--- config.mk ---
export PLATFORM = sky130hd
export DESIGN_NAME = fmap_fetch_flat
export DESIGN_NICKNAME = d
export VERILOG_FILES = /design/src/rtl/fmap_fetch_pkg.sv /design/src/rtl/fmap_fetch_if.sv /design/src/rtl/fetch_fifo2.sv /design/src/rtl/fmap_fetch.sv /design/src/flat_wrapper.sv
export SDC_FILE = /design/constraint.sdc
export NUM_CORES = 1
export LEC_CHECK = 0
export CAP_MARGIN = 10
export CELL_PAD_IN_SITES_DETAIL_PLACEMENT = 1
export CELL_PAD_IN_SITES_GLOBAL_PLACEMENT = 2
export CORE_MARGIN = 2
export CORE_UTILIZATION = 37
export CTS_CLUSTER_SIZE = 30
export DETAILED_ROUTE_END_ITERATION = 16
export PLACE_DENSITY = 0.84
export REMOVE_ABC_BUFFERS = 1
export SLEW_MARGIN = 40
export SYNTH_ARGS = -nofsm -noshare
export SYNTH_HDL_FRONTEND = slang
export SYNTH_SLANG_ARGS = --single-unit
--- constraint.sdc ---
create_clock -name clk -period 9 [get_ports clk]
set_input_delay 0.9 -clock clk [delete_from_list [all_inputs] [get_ports clk]]
set_output_delay 0.9 -clock clk [all_outputs]
set_load 0.05 [all_outputs]
--- src/rtl/fmap_fetch_pkg.sv ---
// Shared constants and state encoding for the feature-map fetch stage.
package fmap_fetch_pkg;

  // Height and tile-count field widths from the CNN defines
  localparam int CNN_H_W = 8;
  localparam int CNN_T_W = 6;

  typedef enum logic [1:0] {
    S_IDLE  = 2'd0,
    S_RUN   = 2'd1,
    S_DRAIN = 2'd2
  } state_e;

endpackage

--- src/rtl/fmap_fetch_if.sv ---
// SRAM read port plus output beat stream of the fetch stage.
interface fmap_fetch_if #(
  parameter int DATA_W = 64,
  parameter int ADDR_W = 12
);
  // Read port: rd_data is valid the cycle after rd_en. Beat stream: a beat
  // transfers on a cycle with dat_vld & dat_rdy; while dat_vld is high and
  // dat_rdy low, dat/dat_last_h/dat_last hold and dat_vld stays high.
  logic              rd_en;
  logic [ADDR_W-1:0] rd_addr;
  logic [DATA_W-1:0] rd_data;
  logic              dat_vld;
  logic              dat_rdy;
  logic [DATA_W-1:0] dat;
  logic              dat_last_h;
  logic              dat_last;

  modport master (
    output rd_en, rd_addr,
    input  rd_data,
    output dat_vld, dat, dat_last_h, dat_last,
    input  dat_rdy
  );

  modport slave (
    input  rd_en, rd_addr,
    output rd_data,
    input  dat_vld, dat, dat_last_h, dat_last,
    output dat_rdy
  );
endinterface

--- src/rtl/fetch_fifo2.sv ---
// Two-entry synchronous FIFO with occupancy count; head entry shown on dout_o.
module fetch_fifo2 #(
  parameter int W = 66
) (
  input  logic         clk,
  input  logic         rst_n,
  input  logic         push_i,
  input  logic [W-1:0] din_i,
  input  logic         pop_i,
  output logic [W-1:0] dout_o,
  output logic [1:0]   count_o
);

  logic [W-1:0] mem_q [2];
  logic         wr_q;
  logic         rd_q;
  logic [1:0]   cnt_q;

  // The writer never pushes into a full FIFO, so no guard is needed here
  always_ff @(posedge clk or negedge rst_n) begin
    if (!rst_n) begin
      for (int i = 0; i < 2; i++) mem_q[i] <= '0;
      wr_q  <= 1'b0;
      rd_q  <= 1'b0;
      cnt_q <= 2'd0;
    end else begin
      if (push_i) begin
        mem_q[wr_q] <= din_i;
        wr_q        <= ~wr_q;
      end
      if (pop_i) rd_q <= ~rd_q;
      cnt_q <= cnt_q + {1'b0, push_i} - {1'b0, pop_i};
    end
  end

  assign dout_o  = mem_q[rd_q];
  assign count_o = cnt_q;

endmodule

--- src/rtl/fmap_fetch.sv ---
// Feature-map fetch: walks height, then Win tiles, then Wout tiles, issuing
// SRAM reads and streaming the words out through a 2-entry FIFO.
module fmap_fetch
  import fmap_fetch_pkg::*;
#(
  parameter int DATA_W = 64,
  parameter int ADDR_W = 12,
  parameter int H_W    = CNN_H_W,
  parameter int T_W    = CNN_T_W
) (
  input  logic              clk,
  input  logic              rst_n,
  input  logic              start,
  input  logic [H_W-1:0]    cfg_height,
  input  logic [T_W-1:0]    cfg_win_tiles,
  input  logic [T_W-1:0]    cfg_wout_tiles,
  input  logic [ADDR_W-1:0] cfg_base,
  fmap_fetch_if.master      bus,
  output logic              busy,
  output logic              done,
  output state_e            dbg_state_o
);

  localparam int FW = DATA_W + 2;

  state_e            state_q, state_d;
  logic [H_W-1:0]    height_q, h_q;
  logic [T_W-1:0]    win_q, wout_q, wi_q, wo_q;
  logic [ADDR_W-1:0] base_q, ptr_q;
  logic              zero_q, inflight_q, side_last_h_q, side_last_q;
  logic              last_h, last_wi, last_wo, last_rd;
  logic              rd_go, pop, load;
  logic [1:0]        fifo_cnt;
  logic [FW-1:0]     fifo_dout;
  logic [2:0]        occ;

  assign last_h  = (h_q  == height_q - H_W'(1));
  assign last_wi = (wi_q == win_q    - T_W'(1));
  assign last_wo = (wo_q == wout_q   - T_W'(1));
  assign last_rd = last_h & last_wi & last_wo;

  // Occupancy the FIFO will have once this cycle's pop and in-flight word settle
  assign pop   = bus.dat_vld & bus.dat_rdy;
  assign occ   = 3'(fifo_cnt) + 3'(inflight_q) - 3'(pop);
  assign rd_go = (state_q == S_RUN) & ~zero_q & (occ < 3'd2);

  always_comb begin
    state_d = state_q;
    done    = 1'b0;
    case (state_q)
      S_IDLE:  if (start) state_d = S_RUN;
      S_RUN:   if (zero_q || (rd_go && last_rd)) state_d = S_DRAIN;
      S_DRAIN: begin
        if (fifo_cnt == 2'd0 && !inflight_q) begin
          done    = 1'b1;
          state_d = start ? S_RUN : S_IDLE;
        end
      end
      default: state_d = S_IDLE;
    endcase
  end

  // A new job may start in the very cycle the previous one finishes
  assign load = start & ((state_q == S_IDLE) | done);

  always_ff @(posedge clk or negedge rst_n) begin
    if (!rst_n) begin
      state_q       <= S_IDLE;
      height_q      <= '0;
      win_q         <= '0;
      wout_q        <= '0;
      base_q        <= '0;
      zero_q        <= 1'b0;
      ptr_q         <= '0;
      h_q           <= '0;
      wi_q          <= '0;
      wo_q          <= '0;
      inflight_q    <= 1'b0;
      side_last_h_q <= 1'b0;
      side_last_q   <= 1'b0;
    end else begin
      state_q       <= state_d;
      inflight_q    <= rd_go;
      side_last_h_q <= last_h;
      side_last_q   <= last_rd;
      if (load) begin
        height_q <= cfg_height;
        win_q    <= cfg_win_tiles;
        wout_q   <= cfg_wout_tiles;
        base_q   <= cfg_base;
        zero_q   <= (cfg_height == '0) | (cfg_win_tiles == '0) | (cfg_wout_tiles == '0);
        ptr_q    <= cfg_base;
        h_q      <= '0;
        wi_q     <= '0;
        wo_q     <= '0;
      end else if (rd_go) begin
        if (last_h) begin
          h_q <= '0;
          if (last_wi) begin
            // Each Wout tile re-sweeps the same Win x height region
            wi_q  <= '0;
            wo_q  <= last_wo ? '0 : wo_q + T_W'(1);
            ptr_q <= base_q;
          end else begin
            wi_q  <= wi_q + T_W'(1);
            ptr_q <= ptr_q + ADDR_W'(1);
          end
        end else begin
          h_q   <= h_q + H_W'(1);
          ptr_q <= ptr_q + ADDR_W'(1);
        end
      end
    end
  end

  fetch_fifo2 #(.W(FW)) u_fifo (
    .clk     (clk),
    .rst_n   (rst_n),
    .push_i  (inflight_q),
    .din_i   ({side_last_h_q, side_last_q, bus.rd_data}),
    .pop_i   (pop),
    .dout_o  (fifo_dout),
    .count_o (fifo_cnt)
  );

  assign bus.rd_en      = rd_go;
  assign bus.rd_addr    = ptr_q;
  assign bus.dat_vld    = (fifo_cnt != 2'd0);
  assign bus.dat        = fifo_dout[DATA_W-1:0];
  assign bus.dat_last   = fifo_dout[DATA_W];
  assign bus.dat_last_h = fifo_dout[DATA_W+1];
  assign busy           = (state_q != S_IDLE);
  assign dbg_state_o    = state_q;

endmodule
--- src/flat_wrapper.sv ---
// flat-port wrapper written by rule: the top's interface ports become plain ports
module fmap_fetch_flat import fmap_fetch_pkg::*;
#(
  parameter int DATA_W = 64,
  parameter int ADDR_W = 12,
  parameter int H_W    = CNN_H_W,
  parameter int T_W    = CNN_T_W
)
  (clk, rst_n, start, cfg_height, cfg_win_tiles, cfg_wout_tiles, cfg_base, busy, done, dbg_state_o, bus_rd_en, bus_rd_addr, bus_rd_data, bus_dat_vld, bus_dat, bus_dat_last_h, bus_dat_last, bus_dat_rdy);
  fmap_fetch_if #(.DATA_W(DATA_W), .ADDR_W(ADDR_W)) bus_i ();
  input  logic clk;
  input  logic rst_n;
  input  logic start;
  input  logic [H_W-1:0] cfg_height;
  input  logic [T_W-1:0] cfg_win_tiles;
  input  logic [T_W-1:0] cfg_wout_tiles;
  input  logic [ADDR_W-1:0] cfg_base;
  output logic busy;
  output logic done;
  output state_e dbg_state_o;
  output wire logic [$bits(bus_i.rd_en)-1:0] bus_rd_en;
  output wire logic [$bits(bus_i.rd_addr)-1:0] bus_rd_addr;
  input wire logic [$bits(bus_i.rd_data)-1:0] bus_rd_data;
  output wire logic [$bits(bus_i.dat_vld)-1:0] bus_dat_vld;
  output wire logic [$bits(bus_i.dat)-1:0] bus_dat;
  output wire logic [$bits(bus_i.dat_last_h)-1:0] bus_dat_last_h;
  output wire logic [$bits(bus_i.dat_last)-1:0] bus_dat_last;
  input wire logic [$bits(bus_i.dat_rdy)-1:0] bus_dat_rdy;
  assign bus_rd_en = bus_i.rd_en;
  assign bus_rd_addr = bus_i.rd_addr;
  assign bus_i.rd_data = bus_rd_data;
  assign bus_dat_vld = bus_i.dat_vld;
  assign bus_dat = bus_i.dat;
  assign bus_dat_last_h = bus_i.dat_last_h;
  assign bus_dat_last = bus_i.dat_last;
  assign bus_i.dat_rdy = bus_dat_rdy;
  fmap_fetch #(.DATA_W(DATA_W), .ADDR_W(ADDR_W), .H_W(H_W), .T_W(T_W)) u_core (.clk(clk), .rst_n(rst_n), .start(start), .cfg_height(cfg_height), .cfg_win_tiles(cfg_win_tiles), .cfg_wout_tiles(cfg_wout_tiles), .cfg_base(cfg_base), .bus(bus_i), .busy(busy), .done(done), .dbg_state_o(dbg_state_o));
endmodule
* After elaboration in Yosys (flattened, before gate mapping)
Index checks and enable logic that the tools add are counted.
Operators by class: add/sub/neg operators 11, order comparisons 4, equality and inequality tests 8, muxes and demuxes 29, bitwise operators 14, reduce and logical (&&, ||, !) cells 18
Operators with widths (count):
- 66-bit 2-to-1 mux | 4
- 132-bit bitwise mux | 1
- 66-bit demux with 1-bit select | 1
- 6-bit 2-to-1 mux | 9
- 12-bit 2-to-1 mux | 4
- 8-bit 2-to-1 mux | 3
- 12-bit by 1-bit adder with 12-bit output, second input constant | 1
- 6-bit by 1-bit adder with 6-bit output, second input constant | 2
- 6-bit == test | 2
- 6-bit logical NOT | 2
- 6-bit by 1-bit subtractor with 6-bit output, second input constant | 2
- 2-bit nonzero test | 5
- 8-bit by 1-bit adder with 8-bit output, second input constant | 1
- 8-bit == test | 1
- 8-bit logical NOT | 1
- 8-bit by 1-bit subtractor with 8-bit output, second input constant | 1
- 1-bit AND | 6
- 2-bit 2-to-1 mux | 3
- 2-bit case mux with 3 select lines | 1
- 3-bit AND reduction | 2
- 2-bit >= comparator, second input constant | 2
- 2-bit logical NOT | 2
- 2-bit inequality test, second input constant | 2
- 1-bit NOT with 2-bit output | 2
- 16 further kinds | 24
Storage, ports and cells: bits in registers 206, bits of input ports 100, output and inout port bits 84, logic and storage cells 102

* Longest topological paths before layout
depth after elaboration 9, mapped depth 14, gate-level depth less buffers 13

* Hierarchy
From an unflattened synthesis, not the netlist that was laid out.
Second synthesis, totals: cells, all modules 839, area, all modules 9958.3 um^2
Modules (own cells, without submodules):
- fetch_fifo2 | times used 1, cells an instance 365, area each 5873.1 um^2, sequential area each 3403.3 um^2
- fmap_fetch | times used 1, cells an instance 474, area each 4085.2 um^2, sequential area each 1751.7 um^2

* Least setup slack after synthesis
No wires, ideal clock.
kind input-to-output, start in bus_dat_rdy, end out bus_rd_en, data arrival time 3.401 ns, data required time 8.100 ns, path slack 4.699 ns, stages 10, buffers on the path 2, cells stage by stage and2_1 ha_1 inv_1 ha_1 fa_1 xnor2_1 or3b_2 clkbuf_1 inv_1 buf_1
On the way: cells in the longest elaborated chain, start to end 4
Ends and longest elaborated chain:
- from (decl) | RTL line flat_wrapper.sv:28 | input wire logic [$bits(bus_i.dat_rdy)-1:0] bus_dat_rdy;
- 1-bit AND | RTL line fmap_fetch.sv:43 | assign pop = bus.dat_vld & bus.dat_rdy;
- 3-bit by 1-bit subtractor with 3-bit output | RTL line fmap_fetch.sv:44 | assign occ = 3'(fifo_cnt) + 3'(inflight_q) - 3'(pop);
- 3-bit by 2-bit < comparator with 1-bit output | RTL line fmap_fetch.sv:45 | assign rd_go = (state_q == S_RUN) & ~zero_q & (occ < 3'd2);
- 1-bit AND | RTL line fmap_fetch.sv:45
- to (decl) | RTL line flat_wrapper.sv:21 | output wire logic [$bits(bus_i.rd_en)-1:0] bus_rd_en;
Every way passes these cells.

* Worst setup path in the final report
start in bus_dat_rdy, end out bus_rd_en
On the way: cells in the longest elaborated chain, start to end 4
Ends and longest elaborated chain:
- 1-bit AND | RTL line fmap_fetch.sv:43
- via u_core.pop | RTL line fmap_fetch.sv:32 | logic rd_go, pop, load;
- 3-bit by 1-bit subtractor with 3-bit output | RTL line fmap_fetch.sv:44
- 3-bit by 2-bit < comparator with 1-bit output | RTL line fmap_fetch.sv:45
- 1-bit AND | RTL line fmap_fetch.sv:45
The timed path passes the listed nets, and every way through them passes these cells.

==> results.sh <==
export IMPL_relSlewSlack=0.501
export IMPL_busiest_layer="met2"
export IMPL_gp_congestion=0.753
export IMPL_grt_antenna_before_repair=0
export IMPL_period_share=0.609
export IMPL_htreeDepth=1
export IMPL_fin_util=0.491
export IMPL_synthTopCellsByCount="dfrtp_1 (206), mux2_2 (198), nand2_1 (104)"
export IMPL_grt_total_usage=0.184
export IMPL_dieArea_um2=27800
export IMPL_clock_path_buffers=3
export IMPL_vdd_drop_max_mv=0.226
export IMPL_holdBufCountCts=0
export IMPL_placed_cells=1303
export IMPL_cts_resized=0
export IMPL_clock_latency_ns=0.51
export IMPL_drive_above_1_share=0.258
export IMPL_drt_total_wl_um=25500
export IMPL_core_um2=26100
export IMPL_grt_pass1_wl_um=41600
export IMPL_synthFlopType="dfrtp_1"
export IMPL_p_sw_frac=0.428
export IMPL_setup_worst_path_start_class="input port"
export IMPL_synth_top_cell_area_share=0.526
export IMPL_grt_pass1_vias=7568
export IMPL_use_met1=0.256
export IMPL_p_leak_nw=5.49
export IMPL_initial_utilization=0.376
export IMPL_diodes=0
export IMPL_end_kind="primary output"
export IMPL_grt_overflow_total=0
export IMPL_outcome="finished clean"
export IMPL_max_clock_freq_mhz=182
export IMPL_vias_per_cell=5.18
export IMPL_ys_ff_latch=206
export IMPL_seq_power_share=0.304
export IMPL_wl_per_cell_um=19.0
export IMPL_root_buffer="clkbuf_16"
export IMPL_drt_iter0_markers=280
export IMPL_cap_violations=0
export IMPL_whs_ns=0.394
export IMPL_final_cells=1345
export IMPL_finalSetupViolCount=0
export IMPL_die_x_um=167
export IMPL_hp_class="in -> async"
export IMPL_ant_nets=0
export IMPL_first_pass_iters=4
export IMPL_place_hpwl_um=16900
export IMPL_yosysTopAreaCell="dfrtp_1"
export IMPL_cts_inserted_buffers=24
export IMPL_slew_violations=0
export IMPL_fillers=2744
export IMPL_synthesis_area_um2=9810
export IMPL_worstPathRequired_ns=8.10
export IMPL_p_int_mw=3.09
export IMPL_regToRegStartpoint="u_core.u_fifo.count_o[1]"
export IMPL_finalPower_mw=5.41
export IMPL_drc=0
export IMPL_comb_power_share=0.514
export IMPL_final_min_clock_period_ns=5.48
export IMPL_grt_met3_usage=0.0264
export IMPL_critPathKind="in -> out"
export IMPL_portBuffers=183
export IMPL_rsz0062_at_grt="no"
export IMPL_p_per_area_nw_per_um2=423
export IMPL_rrSetupSlack_ns=4.68
export IMPL_die_h_um=167
export IMPL_path_max_fanout=17
export IMPL_async_reset_ff_frac=1.00
export IMPL_p_clk_frac=0.183
export IMPL_finalNetCount=1104
export IMPL_synth_area_per_cell_um2=11.9
export IMPL_switchingPower_mw=2.31
export IMPL_tightestPinTransition_ns=0.746
export IMPL_io_pins=184
export IMPL_clkSinkCount=206
export IMPL_synth_edf_count=0
export IMPL_hold_violations=0
export IMPL_met2_usage=0.308
export IMPL_regToRegEndpoint="u_core.wo_q[1]"
export IMPL_cp_arrival_ns=4.58
export IMPL_tns_ns=0
export IMPL_synthToLayoutAreaGrowth_pct=30.4
export IMPL_fp_row_count=59
export IMPL_yosysMostFrequentCell="dfrtp_1"
export IMPL_vias=6968
export IMPL_synth_seq_area_share=0.526
export IMPL_post_cts_buffers=0
export IMPL_synth_area_leaders="dfrtp_1 (53%), mux2_2 (23%), nand2_1 (4.0%)"
export IMPL_netlist_instances=821
export IMPL_cts_tree="built"
export IMPL_path_clk_slew_ns=0.06
export IMPL_yosysWarnings=0
export IMPL_reg2regPathDepth=12
export IMPL_synth_cell_types=60
export IMPL_grt_max_degree=74
export IMPL_skew_ns=0.0114
==> critical path, cell delays in order <==
cell             delay [ns]
clkdlybuf4s50_1        0.39
and2_1                 0.16
ha_1                   0.28
inv_1                  0.04
ha_1                   0.18
fa_1                   0.38
xnor2_1                0.15
or3b_2                 0.64
inv_1                  0.54
clkdlybuf4s50_1        0.94
==> sequential cells by signal, summed over array words and instances (netlist names), 8 cells and up <==
name and count:
u_core.u_fifo.mem_q 132, u_core.base_q 12, u_core.bus.rd_addr 12, u_core.h_q 8, u_core.height_q 8
==> power groups by stage <==
stage | Combinational [mW] | Sequential, mW | Clock [mW]
3_5_place_dp | 2.80 | 1.66 | 0
4_1_cts | 2.81 | 1.65 | 1.02
3_3_place_gp | 2.74 | 1.63 | 0
5_1_grt | 2.96 | 1.71 | 1.06
6_report | 2.78 | 1.64 | 0.987
2_1_floorplan | 1.91 | 1.67 | 0
==> cells in the final DEF (no fill, tap or decap), drive strengths merged, types with 9 or more instances in the layout <==
cell type      netlist  final
a21oi               12     12
xnor2               13     13
nand3               15     15
o21ai               14     14
o31ai               14     14
inv                 19     19
ha                   9      9
nand2              104    104
dfrtp              206    206
nor3                22     22
xor2                26     26
clkbuf              32     40
nor2                18     18
clkdlybuf4s50        0    182
mux2               198    198
a21boi               9      9
==> logic make-up after synthesis <==
| logic type | count (synthesis) | synth area share |
|---|---|---|
| multiplexers | 199 | 0.228 |
| buffers and inverters | 62 | 0.0242 |
| AO/OA/AOI/OAI | 92 | 0.0680 |
| flip-flops | 206 | 0.526 |
| XOR/XNOR | 39 | 0.0348 |
| adder cells (fa/ha/maj) | 10 | 0.0135 |
| AND/OR/NAND/NOR | 213 | 0.105 |
==> how the worst max path moves through the flow <==
stage,endpoint,cells past startpoint,startpoint,slack (ns)
CTS,bus_rd_en,10,u_core.u_fifo.count_o[1],3.47
global placement,bus_rd_en,10,bus_dat_rdy,3.54
finish,bus_rd_en,10,bus_dat_rdy,3.52
floorplan,u_core.wo_q[1],11,bus_dat_rdy,4.75
global route,bus_rd_en,10,u_core.u_fifo.count_o[1],3.34
detailed placement,bus_rd_en,10,bus_dat_rdy,3.50
==> per-stage QoR <==
stage          cell area (um^2)  setup WS [ns]
6_report                  12800           3.52
5_1_grt                   12800           3.34
4_1_cts                   12800           3.47
3_5_place_dp              12000           3.50
3_3_place_gp              12000           3.54
2_1_floorplan              9640           4.75
==> layout make-up <==
cell class,instances,area (um^2),share of cell area
tap,335,419,0.0328
clock buffer,39,768,0.0601
inverter,19,71.3,0.00558
clock inverter,3,43.8,0.00342
multi-input combinational,553,4430,0.346
sequential,206,5160,0.403
timing repair buffer,190,1900,0.149
==> per-layer routing <==
layer,vias up,wire [um],part of all wire
li1,3263,-,-
met4,0,311,0.012
met3,23,1060,0.042
met5,-,0,0
met2,163,12000,0.47
met1,3519,12200,0.48
No activity file was read; power rests on OpenSTA's default activity.
